--- src/rtl/sram_image_loader.sv ---
// Packs host byte pairs into 16-bit words and writes them to sequential async-SRAM addresses.
// Optional running word checksum on o_checksum when LOADER_CHECKSUM_EN is defined.
module sram_image_loader #(
  parameter int ADDR_WIDTH = 20,
  parameter int DATA_WIDTH = 16,
  parameter int START_ADDR = 0,
  parameter int LOAD_WORDS = 739358
) (
  input  logic                  i_clk,
  input  logic                  i_rst,
  input  logic                  i_start,
  input  logic                  i_byte_valid,
  input  logic [7:0]            i_byte,
  output logic                  o_byte_ready,
  output logic [ADDR_WIDTH-1:0] o_sram_addr,
  output logic [DATA_WIDTH-1:0] o_sram_wdata,
  output logic                  o_sram_we_n,
  output logic                  o_sram_ce_n,
  output logic                  o_sram_oe_n,
  output logic                  o_sram_lb_n,
  output logic                  o_sram_ub_n,
  output logic                  o_busy,
  output logic                  o_done,
  output logic [ADDR_WIDTH-1:0] o_word_count,
  output logic [15:0]           o_checksum,
  output logic [2:0]            o_dbg_state
);

  if (LOAD_WORDS == 0) begin : g_bad_load_words
    $error("sram_image_loader: LOAD_WORDS must be non-zero");
  end
  if (DATA_WIDTH != 16) begin : g_bad_data_width
    $error("sram_image_loader: DATA_WIDTH must be 16");
  end

  localparam logic [ADDR_WIDTH-1:0] START_A    = ADDR_WIDTH'(START_ADDR);
  localparam logic [ADDR_WIDTH-1:0] LAST_COUNT = ADDR_WIDTH'(LOAD_WORDS - 1);

  typedef enum logic [2:0] {
    S_IDLE, S_RECV_HI, S_RECV_LO, S_WR_SETUP, S_WR_PULSE, S_WR_HOLD, S_DONE
  } state_t;

  state_t                r_state;
  state_t                w_next_state;
  logic                  r_byte_ready;
  logic [ADDR_WIDTH-1:0] r_addr;
  logic [DATA_WIDTH-1:0] r_wdata;
  logic                  r_we_n;
  logic                  r_ce_n;
  logic                  r_oe_n;
  logic                  r_lb_n;
  logic                  r_ub_n;
  logic                  r_busy;
  logic                  r_done;
  logic [ADDR_WIDTH-1:0] r_word_count;
  logic                  w_handshake;
  logic                  w_last_word;

  // Valid/ready: a byte moves on a rising edge where i_byte_valid and o_byte_ready
  // are both high; the source must hold the byte stable until that edge.
  assign w_handshake = i_byte_valid & r_byte_ready;
  assign w_last_word = (r_word_count == LAST_COUNT);

  always_comb begin
    w_next_state = r_state;
    case (r_state)
      S_IDLE:     if (i_start) w_next_state = S_RECV_HI;
      S_RECV_HI:  if (w_handshake) w_next_state = S_RECV_LO;
      S_RECV_LO:  if (w_handshake) w_next_state = S_WR_SETUP;
      S_WR_SETUP: w_next_state = S_WR_PULSE;
      S_WR_PULSE: w_next_state = S_WR_HOLD;
      S_WR_HOLD:  w_next_state = w_last_word ? S_DONE : S_RECV_HI;
      S_DONE:     w_next_state = S_IDLE;
      default:    w_next_state = S_IDLE;
    endcase
  end

  // Strobes are registered from the next state so each output lines up with the state it belongs to.
  always_ff @(posedge i_clk) begin
    if (i_rst) begin
      r_state      <= S_IDLE;
      r_byte_ready <= 1'b0;
      r_we_n       <= 1'b1;
      r_ce_n       <= 1'b1;
      r_oe_n       <= 1'b1;
      r_lb_n       <= 1'b1;
      r_ub_n       <= 1'b1;
      r_busy       <= 1'b0;
      r_done       <= 1'b0;
      r_addr       <= '0;
      r_wdata      <= '0;
      r_word_count <= '0;
    end else begin
      r_state      <= w_next_state;
      r_byte_ready <= (w_next_state inside {S_RECV_HI, S_RECV_LO});
      r_ce_n       <= !(w_next_state inside {S_WR_SETUP, S_WR_PULSE, S_WR_HOLD});
      r_lb_n       <= !(w_next_state inside {S_WR_SETUP, S_WR_PULSE, S_WR_HOLD});
      r_ub_n       <= !(w_next_state inside {S_WR_SETUP, S_WR_PULSE, S_WR_HOLD});
      r_we_n       <= (w_next_state != S_WR_PULSE);
      r_oe_n       <= 1'b1;
      r_busy       <= !(w_next_state inside {S_IDLE, S_DONE});

      if (r_state == S_IDLE && i_start) begin
        r_addr       <= START_A;
        r_word_count <= '0;
        r_done       <= 1'b0;
      end
      if (w_next_state == S_DONE) r_done <= 1'b1;

      if (r_state == S_RECV_HI && w_handshake) r_wdata[15:8] <= i_byte;
      if (r_state == S_RECV_LO && w_handshake) r_wdata[7:0]  <= i_byte;

      // The address stops on the last word so it never leaves the loaded region.
      if (r_state == S_WR_HOLD) begin
        r_word_count <= r_word_count + 1'b1;
        if (!w_last_word) r_addr <= r_addr + 1'b1;
      end
    end
  end

`ifdef LOADER_CHECKSUM_EN
  logic [15:0] r_checksum;

  always_ff @(posedge i_clk) begin
    if (i_rst) begin
      r_checksum <= '0;
    end else if (r_state == S_IDLE && i_start) begin
      r_checksum <= '0;
    end else if (r_state == S_WR_HOLD) begin
      r_checksum <= r_checksum + r_wdata[15:0];
    end
  end

  assign o_checksum = r_checksum;
`else
  assign o_checksum = '0;
`endif

  assign o_byte_ready = r_byte_ready;
  assign o_sram_addr  = r_addr;
  assign o_sram_wdata = r_wdata;
  assign o_sram_we_n  = r_we_n;
  assign o_sram_ce_n  = r_ce_n;
  assign o_sram_oe_n  = r_oe_n;
  assign o_sram_lb_n  = r_lb_n;
  assign o_sram_ub_n  = r_ub_n;
  assign o_busy       = r_busy;
  assign o_done       = r_done;
  assign o_word_count = r_word_count;
  assign o_dbg_state  = r_state;

endmodule

--- config.mk ---
export PLATFORM = sky130hd
export DESIGN_NAME = sram_image_loader
export DESIGN_NICKNAME = d
export VERILOG_FILES = /design/src/rtl/sram_image_loader.sv
export SDC_FILE = /design/constraint.sdc
export NUM_CORES = 1
export LEC_CHECK = 0
export CORE_MARGIN = 4
export CORE_UTILIZATION = 42
export CTS_CLUSTER_SIZE = 20
export DETAILED_ROUTE_END_ITERATION = 8
export PLACE_DENSITY = 0.72
export SETUP_SLACK_MARGIN = 0.1
export SYNTH_ARGS = -nofsm -noshare
export SYNTH_HDL_FRONTEND = slang
export SYNTH_SLANG_ARGS = --single-unit
--- constraint.sdc ---
create_clock -name i_clk -period 3.8 [get_ports i_clk]
set_clock_uncertainty 0.2 [all_clocks]
set_input_delay 0.76 -clock i_clk [delete_from_list [all_inputs] [get_ports i_clk]]
set_output_delay 0.76 -clock i_clk [all_outputs]
set_load 0.005 [all_outputs]
After elaboration in Yosys (flattened, before gate mapping)
Cells that the tools add are included.
{"block": "totals", "regBits": 64, "wordCells": 50}
{"block": "classes", "n_addsub": 2, "n_eq_ne": 13, "n_mux": 12, "n_bitwise": 1, "reduce_logical": 12}
{"operator": "20-bit two-way mux", "count": 5}
{"operator": "20-bit by 1-bit adder with 20-bit output, second input constant", "count": 2}
{"operator": "20-bit equality test, second input constant", "count": 1}
{"operator": "3-bit one-hot mux with 6 select lines", "count": 1}
{"operator": "3-bit equality test, second input constant", "count": 5}
{"operator": "3-bit by 2-bit equality test with 1-bit output, second input constant", "count": 4}
{"operator": "3-bit two-way mux", "count": 4}
{"operator": "2-bit nonzero test", "count": 4}
{"operator": "3-bit by 1-bit equality test with 1-bit output, second input constant", "count": 2}
{"operator": "3-bit logical NOT", "count": 2}
{"operator": "1-bit logical AND", "count": 3}
{"operator": "3-bit != test, second input constant", "count": 1}
{"operator": "3-bit nonzero test", "count": 1}
{"operator": "1-bit logical NOT", "count": 2}
{"operator": "1-bit two-way mux", "count": 2}
{"operator": "1-bit AND", "count": 1}

Longest topological paths before layout
Gate-level depths: netlist of the first run.
{"block": "depth", "word_depth": 6, "mapped_depth": 7}

Least setup slack after synthesis of the first run
No wires, ideal clock.
{"block": "synth_path", "kind": "input -> register", "from": "input i_rst", "to": "register r_wdata[10] (netlist: o_sram_wdata[10])", "arrival_ns": 1.817, "path_slack_ns": 1.655, "path_stages": 5, "path_cell_list": "clkbuf_1 > clkbuf_1 > clkbuf_1 > clkbuf_1 > nor2_1"}
{"item": "start, declared", "line": "10", "text": "input logic i_rst,"}
{"item": "end signal, assigned", "line": "110", "text": "if (r_state == S_RECV_HI && w_handshake) r_wdata[15:8] <= i_byte;"}
{"item": "end, declared", "line": "47", "text": "logic [DATA_WIDTH-1:0] r_wdata;"}
No word-level cell between the ends.

Final worst setup path of the first run
{"block": "layout_path", "from": "register r_state[0] (netlist: o_dbg_state[0])", "to": "output o_dbg_state[0]"}
{"item": "start, declared", "line": "43", "text": "state_t r_state;"}
{"item": "start signal, assigned", "line": "94", "text": "r_state <= w_next_state;"}
{"item": "end, declared", "line": "26", "text": "output logic [2:0] o_dbg_state"}
No word-level cell between the ends.

==> metrics.cfg, run 1 <==
[status]
outcome = finished, final reports clean

[cts]
numCtsBuffers = 9
tritoncts = built
htree_levels = 3
cts.repair.resized = 0
clock-root-buffer = clkbuf_8
hold_buffers = 0
numClockSinks = 64
clkTransAtPathRegs_ns = 0.07
postCtsSetupBuffers = 0
clk_latency_ns = 0.34
clockBufferDepth = 2

[power_and_ir_drop]
p_switching_uw = 328
power_frac_seq = 0.487
p_leak_nw = 1.56
power_density_nw_per_um2 = 322
peakVddDrop_v = 0.000181
internal_power_mw = 1.08
power.share.combinational = 0.071
netSwitchingFraction = 0.233
power_frac_clock = 0.442

[worst_setup_path]
cpPeakStageDelay_ns = 0.65
critPathBufInv = 1
crit_chain = clkdlybuf4s50_1
worstSetupPathType = reg -> out
critical-path-top-delay-family = flip-flops
crit_fanout = 15
crit_arrival_ns = 1.60
start_kind = flip-flop
cp-end-kind = output port
cpMaxStageDelayCell = dfxtp_1
critPathRequiredTime_ns = 2.84

[die]
die-area_sq_um = 9540
coreArea_sq_um = 7770
start_util = 0.435
die-height_um = 97.7
num_rows = 32
die_w_um = 97.7
io_pins = 95

[sta]
finalCritPeriodShare = 0.673
rsz0062_at_grt = false
worstMarginPinSlew_ns = 0.827
layout_min_cycle_time_ns = 2.56
fin_tns_setup_ns = 0
hold_viol = 0
setup_violations = 0
fmax_mhz = 391
max_slew_margin = 0.449
maxSlewViolCount = 0

[detailed_routing]
ant_nets = 0
vias = 3142
dr.pass1.iters = 4
drt-vias-per-instance = 5.56
drt-wirelength-per-cell_um = 15.3
initialDrtViolationCount = 177
route.detailed.drc = 0
routed_wl_um = 8670

[job]
drv_cap = 0

[logic_synthesis]
yosys-top-cells-area = dfxtp_1 (38%), mux2i_1 (12%), or3_1 (4.4%)
synth_seq_cells = 64
yosysMostFrequentCell = dfxtp_1
synthTopCellsByCount = dfxtp_1 (64), mux2i_1 (42), nand2_1 (38), nor2_1 (27), or3_1 (24)
synth_cell_types = 51
syn-instance-count = 391
synthFlopType = dfxtp_1
avgSynthCellArea_sq_um = 8.64
synth_top_area_share = 0.379
ys_warn_count = 0
synth_edf_count = 0
yosys.area.top_type = dfxtp_1
yosysSeqAreaShare = 0.379
syn_area_sq_um = 3380
async_flop_share = 0

[finish]
final_nets = 473
fin_util = 0.562
drive_above_1_share = 0.0907
fillers = 692
synthToLayoutAreaGrowth_pct = 29.2
num_antenna_cells = 0

[global_routing]
grt_start_max_net_pins = 44
grt_pass1_wl_um = 14500
top_usage_layer = met2
use_met2 = 0.292
track_usage = 0.184
antenna_found_initial = 0
grt_overflow = 0
grt_util_met3 = 0.0395
grt_pass1_vias = 2944
met1_usage = 0.243

[placement]
dp_hpwl_um = 6020
portBuffers = 77
gp_congestion = 0.791

[min_path]
hold_class = reg -> reg

## worst register-to-register path, delay by kind of cell, from the launching register on
family | cells | cell delay, ns
AND/OR/NAND/NOR | 2 | 0.96
adder cells (fa/ha/maj) | 1 | 0.22
AO/OA/AOI/OAI | 2 | 0.56
flip-flops | 1 | 0.42
## registers in the layout, indices dropped and copies added, names as in the netlist
name          flops
o_word_count     20
o_done            1
o_byte_ready      1
o_sram_we_n       1
o_sram_ub_n       1
o_sram_addr      20
o_busy            1
o_sram_wdata     16
o_dbg_state       3
## per-stage QoR
| stage | power (mW) | instance area, sq um | std cells | hold WS [ns] | worst slack (ns) |
|---|---|---|---|---|---|
| after floorplan | 0.771 | 3430 | 406 | 0.253 | 1.66 |
| after global placement | 0.797 | 4150 | 549 | 0.255 | 1.01 |
| after detailed placement | 0.799 | 4150 | 549 | 0.264 | 0.936 |
| after CTS | 1.42 | 4360 | 565 | 0.274 | 1.23 |
| after global routing | 1.46 | 4360 | 565 | 0.313 | 1.17 |
| final | 1.41 | 4360 | 565 | 0.276 | 1.24 |
## power by group through the flow
| stage | clock (mW) | combinational, mW | sequential [mW] |
|---|---|---|---|
| global placement | 0 | 0.0969 | 0.700 |
| floorplan | 0 | 0.0745 | 0.696 |
| finish | 0.622 | 0.0996 | 0.685 |
| detailed placement | 0 | 0.0988 | 0.701 |
| global route | 0.661 | 0.109 | 0.686 |
| CTS | 0.633 | 0.0994 | 0.685 |
## worst paths after layout
path | from | end | slack, ns | depth (start not counted)
setup / recovery | o_dbg_state[0] | o_dbg_state[0] | 1.24 | 1
hold / removal | o_sram_addr[19] | o_sram_addr[19] | 0.28 | 2
setup reg to reg | o_word_count[0] | o_dbg_state[0] | 1.34 | 5
hold reg to reg | o_sram_addr[19] | o_sram_addr[19] | 0.28 | 2
## routing by layer
layer / wire length (um) / vias to the layer above / part of all wire
met2: 4070 / 131 / 0.47
met1: 3940 / 1475 / 0.45
met4: 151 / 0 / 0.017
met3: 515 / 11 / 0.059
li1: - / 1525 / -
met5: 0 / - / 0
## cells in the final DEF (no fill, tap or decap), types with 7 or more instances in the layout
master,instances
a21oi_1,22
nand3_1,23
a211oi_1,7
inv_1,10
buf_4,7
clkbuf_8,12
nand4_1,10
nor2_1,27
conb_1,17
nand2_1,38
clkdlybuf4s50_1,76
dfxtp_1,64
mux2i_1,42
or2_2,7
or3_1,24
## kinds of logic (layout without fill, tap and decap cells)
| group | after synthesis | count (layout) | share of synthesized area |
|---|---|---|---|
| buf+inv | 53 | 110 | 0.0815 |
| mux | 42 | 42 | 0.124 |
| flops | 64 | 64 | 0.379 |
| simple gates | 168 | 168 | 0.278 |
| other cells | 2 | 17 | 0.00222 |
| fa+ha+maj | 3 | 3 | 0.0111 |
| compound gates | 59 | 59 | 0.124 |
## layout make-up
type	instances	area, sq um	share of cell area
flip-flops and latches	64	1280	0.294
well taps	102	128	0.0292
repair buffers	84	818	0.187
inverters	10	37.5	0.00860
multi-input cells	289	1880	0.431
clock buffers	12	165	0.0378
clock inverters	4	51.3	0.0118
Note: power is estimated with default switching activity, not from simulation.
==> inputs of run 2 (changes only) <==
--- a/config.mk
+++ b/config.mk
@@ -9,7 +9,7 @@
 export CORE_UTILIZATION = 42
 export CTS_CLUSTER_SIZE = 20
 export DETAILED_ROUTE_END_ITERATION = 8
-export PLACE_DENSITY = 0.72
+export PLACE_DENSITY = 0.74
 export SETUP_SLACK_MARGIN = 0.1
 export SYNTH_ARGS = -nofsm -noshare
 export SYNTH_HDL_FRONTEND = slang
==> constraint.sdc (replaced) <==
create_clock -name i_clk -period 2.1 [get_ports i_clk]
set_clock_uncertainty 0.2 [all_clocks]
set_input_delay 0.42 -clock i_clk [delete_from_list [all_inputs] [get_ports i_clk]]
set_output_delay 0.42 -clock i_clk [all_outputs]
set_load 0.005 [all_outputs]
==> metrics.cfg, run 2 (same netlist as run 1, synthesis figures left out) <==
[detailed_routing]
initialDrtViolationCount = 157
routed_wl_um = 9380
ant_nets = 0
drt-vias-per-instance = 5.51
vias = 3367
dr.pass1.iters = 5
drt-wirelength-per-cell_um = 15.4
route.detailed.drc = 0

[worst_setup_path]
crit_arrival_ns = 2.07
path_depth = 4
r2r_cells = 4
cp-end-kind = flip-flop
cpMaxStageDelayCell = a2111oi_0
critical-path-top-delay-family = simple AND/OR/NAND/NOR gates
critPathRequiredTime_ns = 2.17
crit_chain = and4_1, nand3_1, a2111oi_0, mux2i_1
worstSetupPathType = reg -> reg
start_kind = flip-flop
critPathBufInv = 0
cpPeakStageDelay_ns = 0.50
crit_fanout = 6

[job]
drv_cap = 0

[placement]
placed_cell_area_sq_um = 4520
dp_slack_ns = -0.182
portBuffers = 77
dp_hpwl_um = 6850
gp_congestion = 0.892

[sta]
maxSlewViolCount = 0
hold_viol = 0
max_slew_margin = 0.656
fin_tns_setup_ns = 0
rsz0062_at_grt = true
setup_violations = 0
fmax_mhz = 501
finalCritPeriodShare = 0.950
fin_ws_ns = 0.105
worstMarginPinSlew_ns = 0.503
layout_min_cycle_time_ns = 1.99

[power_and_ir_drop]
peakVddDrop_v = 0.000347
power.share.combinational = 0.084
power_density_nw_per_um2 = 524
internal_power_mw = 1.93
power_frac_clock = 0.429
p_leak_nw = 1.91
power_frac_seq = 0.488
p_switching_uw = 591
netSwitchingFraction = 0.234

[finish]
mostFrequentLayoutCells = clkdlybuf4s50_1 (70), dfxtp_1 (54), buf_4 (47), mux2i_1 (42), nand2_1 (37)
layout_commonest_cell = clkdlybuf4s50_1
fin_area_sq_um = 4810
final_nets = 519
drive_above_1_share = 0.202
num_antenna_cells = 0
synthToLayoutAreaGrowth_pct = 42.5

[global_routing]
grt_pass1_vias = 3176
track_usage = 0.199
antenna_found_initial = 0
grt_start_max_net_pins = 29
grt_pass1_wl_um = 15500
grt_overflow = 0

[die]
start_util = 0.435
die-height_um = 97.7
num_rows = 32
die-area_sq_um = 9540
coreArea_sq_um = 7770
io_pins = 95
die_w_um = 97.7

[cts]
postCtsSetupBuffers = 0
numCtsBuffers = 9
clk_latency_ns = 0.34
numClockSinks = 64
htree_levels = 3
clock-root-buffer = clkbuf_8
hold_buffers = 0
clockBufferDepth = 2
clkTransAtPathRegs_ns = 0.07
tritoncts = built

[min_path]
whs_path_depth = 2
hold_class = reg -> reg

[status]
outcome = finished, final reports clean

run 2: worst min-delay path, delay by kind of cell (launching register included):
kind	cells	cell delay, ns
AOI/OAI and AO/OA	1	0.05
and+or+nand+nor	1	0.05
DFF	1	0.31
run 2: power by group through the flow:
stage | combinational (mW) | clock, mW | sequential, mW
global route | 0.231 | 1.15 | 1.23
floorplan | 0.135 | 0 | 1.26
global placement | 0.204 | 0 | 1.26
finish | 0.211 | 1.08 | 1.23
CTS | 0.211 | 1.11 | 1.23
detailed placement | 0.209 | 0 | 1.26
run 2: metrics by stage:
stage | utilization | hold WS (ns) | cells | power [mW]
after floorplan | - | 0.253 | 406 | 1.39
after global placement | 0.582 | 0.246 | 595 | 1.46
after detailed placement | 0.582 | 0.258 | 595 | 1.47
after CTS | 0.614 | 0.268 | 611 | 2.55
after global routing | 0.620 | 0.289 | 611 | 2.62
final | 0.620 | 0.262 | 611 | 2.52
run 2: path summary, 6_finish.rpt:
check	endpoint	slack, ns	from
min reg2reg	o_done	0.26	o_done
max reg2reg	o_sram_addr[15]	0.11	o_sram_addr[6]
max	o_sram_addr[15]	0.11	o_sram_addr[6]
min	o_done	0.26	o_done
run 2: metal layers:
layer / vias up / wire length (um) / track usage
met5: - / 0 / 0
met4: 0 / 150 / 0.0799
met3: 13 / 632 / 0.0416
met2: 117 / 4500 / 0.319
met1: 1614 / 4100 / 0.259
li1: 1623 / - / -
run 2: timing repair:
item	in CTS	in global routing
gates resized for setup	14	19
pin swaps	2	0
endpoints found under the setup margin	13	33
run 2: final cells by class:
cell class              count  area, sq um
fillers                   681         2950
multi-input cells         289         1940
flip-flops and latches     64         1290
repair buffers            130         1210
clock buffers              13          159
well taps                 102          128
clock inverters             3         40.0
inverters                  10         37.5
==> inputs of run 3 (changes only) <==
--- a/config.mk
+++ b/config.mk
@@ -6,10 +6,9 @@
 export NUM_CORES = 1
 export LEC_CHECK = 0
 export CORE_MARGIN = 4
-export CORE_UTILIZATION = 42
+export CORE_UTILIZATION = 35
 export CTS_CLUSTER_SIZE = 20
 export DETAILED_ROUTE_END_ITERATION = 8
-export PLACE_DENSITY = 0.74
 export SETUP_SLACK_MARGIN = 0.1
 export SYNTH_ARGS = -nofsm -noshare
 export SYNTH_HDL_FRONTEND = slang
==> metrics.cfg, run 3 (same netlist as run 1, synthesis figures left out) <==
[sta]
finalCritPeriodShare = 0.970
rsz0062_at_grt = true
fmax_mhz = 491
hold_viol = 0
worstMarginPinSlew_ns = 0.478
max_slew_margin = 0.673
hold_ws_ns = 0.198
fin_tns_setup_ns = 0
setup_violations = 0
maxSlewViolCount = 0
layout_min_cycle_time_ns = 2.04

[detailed_routing]
initialDrtViolationCount = 149
ant_nets = 0
dr.pass1.iters = 4
drt-wirelength-per-cell_um = 15.2
vias = 3392
drt-vias-per-instance = 5.23
routed_wl_um = 9900
route.detailed.drc = 0

[power_and_ir_drop]
power_mw = 2.43
peakVddDrop_v = 0.000236
p_leak_nw = 1.94
power_density_nw_per_um2 = 491

[cts]
numCtsBuffers = 9
clk_latency_ns = 0.34
clockBufferDepth = 2
htree_levels = 3
numClockSinks = 64
hold_buffers = 0
clock-root-buffer = clkbuf_8
clkTransAtPathRegs_ns = 0.08
tritoncts = built

[finish]
layout_commonest_cell = clkdlybuf4s50_1
fillers = 869
drive_above_1_share = 0.248
multiInputGateArea_sq_um = 1960
mostFrequentLayoutCells = clkdlybuf4s50_1 (71), buf_4 (55), dfxtp_1 (44), mux2i_1 (42), nand2_1 (38)
synthToLayoutAreaGrowth_pct = 46.7
final_nets = 530
num_antenna_cells = 0
fin_area_sq_um = 4950
regArea_sq_um = 1310
final_cells = 649

[global_routing]
track_usage = 0.176
grt_pass1_wl_um = 16200
antenna_found_initial = 0
grt_start_max_net_pins = 28
grt_pass1_vias = 3243
grt_overflow = 0

[worst_setup_path]
start_kind = flip-flop
cp-end-kind = flip-flop
crit_arrival_ns = 2.11
critPathRequiredTime_ns = 2.18
r2r-start = o_word_count[7]
crit_fanout = 2
startpoint = o_word_count[7]
worstSetupPathType = reg -> reg

[placement]
portBuffers = 77
dp_hpwl_um = 7160
placed_cell_area_sq_um = 4580
gp_congestion = 0.830
dpl.cell_count = 626

[die]
coreArea_sq_um = 9330
io_pins = 95
die-area_sq_um = 11300
start_util = 0.362
num_rows = 35
die_w_um = 106
die-height_um = 106

[min_path]
hold_class = in -> reg
min-delay-start = i_rst

[status]
outcome = finished, final reports clean

[job]
drv_cap = 0

run 3: layer usage:
| layer | up-vias | part of all wire | global-route usage |
|---|---|---|---|
| li1 | 1645 | - | - |
| met1 | 1639 | 0.47 | 0.238 |
| met2 | 92 | 0.46 | 0.277 |
| met3 | 16 | 0.055 | 0.0474 |
| met4 | 0 | 0.015 | 0.0490 |
| met5 | - | 0 | 0 |
run 3: timing repair:
action	CTS	global route
pin swaps	2	0
setup endpoints to repair	20	45
gates resized for setup	14	37
setup buffers	4	3
run 3: worst max-delay path, cell delays in order, from the launching register on:
cell      delay (ns)
dfxtp_2         0.33
or4_1           0.50
or4_4           0.57
o211ai_2        0.18
mux2i_1         0.19
run 3: path summary, 6_finish.rpt:
kind	cells after the start	to	slack [ns]
worst max-delay path	4	o_sram_addr[2]	0.06
worst min-delay path	2	o_sram_ub_n	0.20
worst max register to register	4	o_sram_addr[2]	0.06
worst min register to register	2	o_done	0.27
run 3: layout make-up:
| cell class | count | area share |
|---|---|---|
| sequential | 64 | 0.264 |
| multi-input combinational | 289 | 0.396 |
| timing repair buffer | 141 | 0.264 |
| clock inverter | 7 | 0.0116 |
| clock buffer | 9 | 0.0250 |
| inverter | 10 | 0.00758 |
| tap | 129 | 0.0326 |
run 3: through the flow:
step | util | worst slack (ns)
2_1_floorplan | - | 0.102
5_1_grt | 0.531 | 0.00799
3_5_place_dp | 0.491 | -0.164
6_report | 0.531 | 0.0630
3_3_place_gp | 0.491 | -0.148
4_1_cts | 0.519 | 0.0613
run 3: report_power, final:
group	leakage [nW]	internal [mW]	switching, mW
clock network	0.0820	0.437	0.544
registers	0.527	1.22	0.00634
logic	1.33	0.107	0.115
total	1.94	1.77	0.666
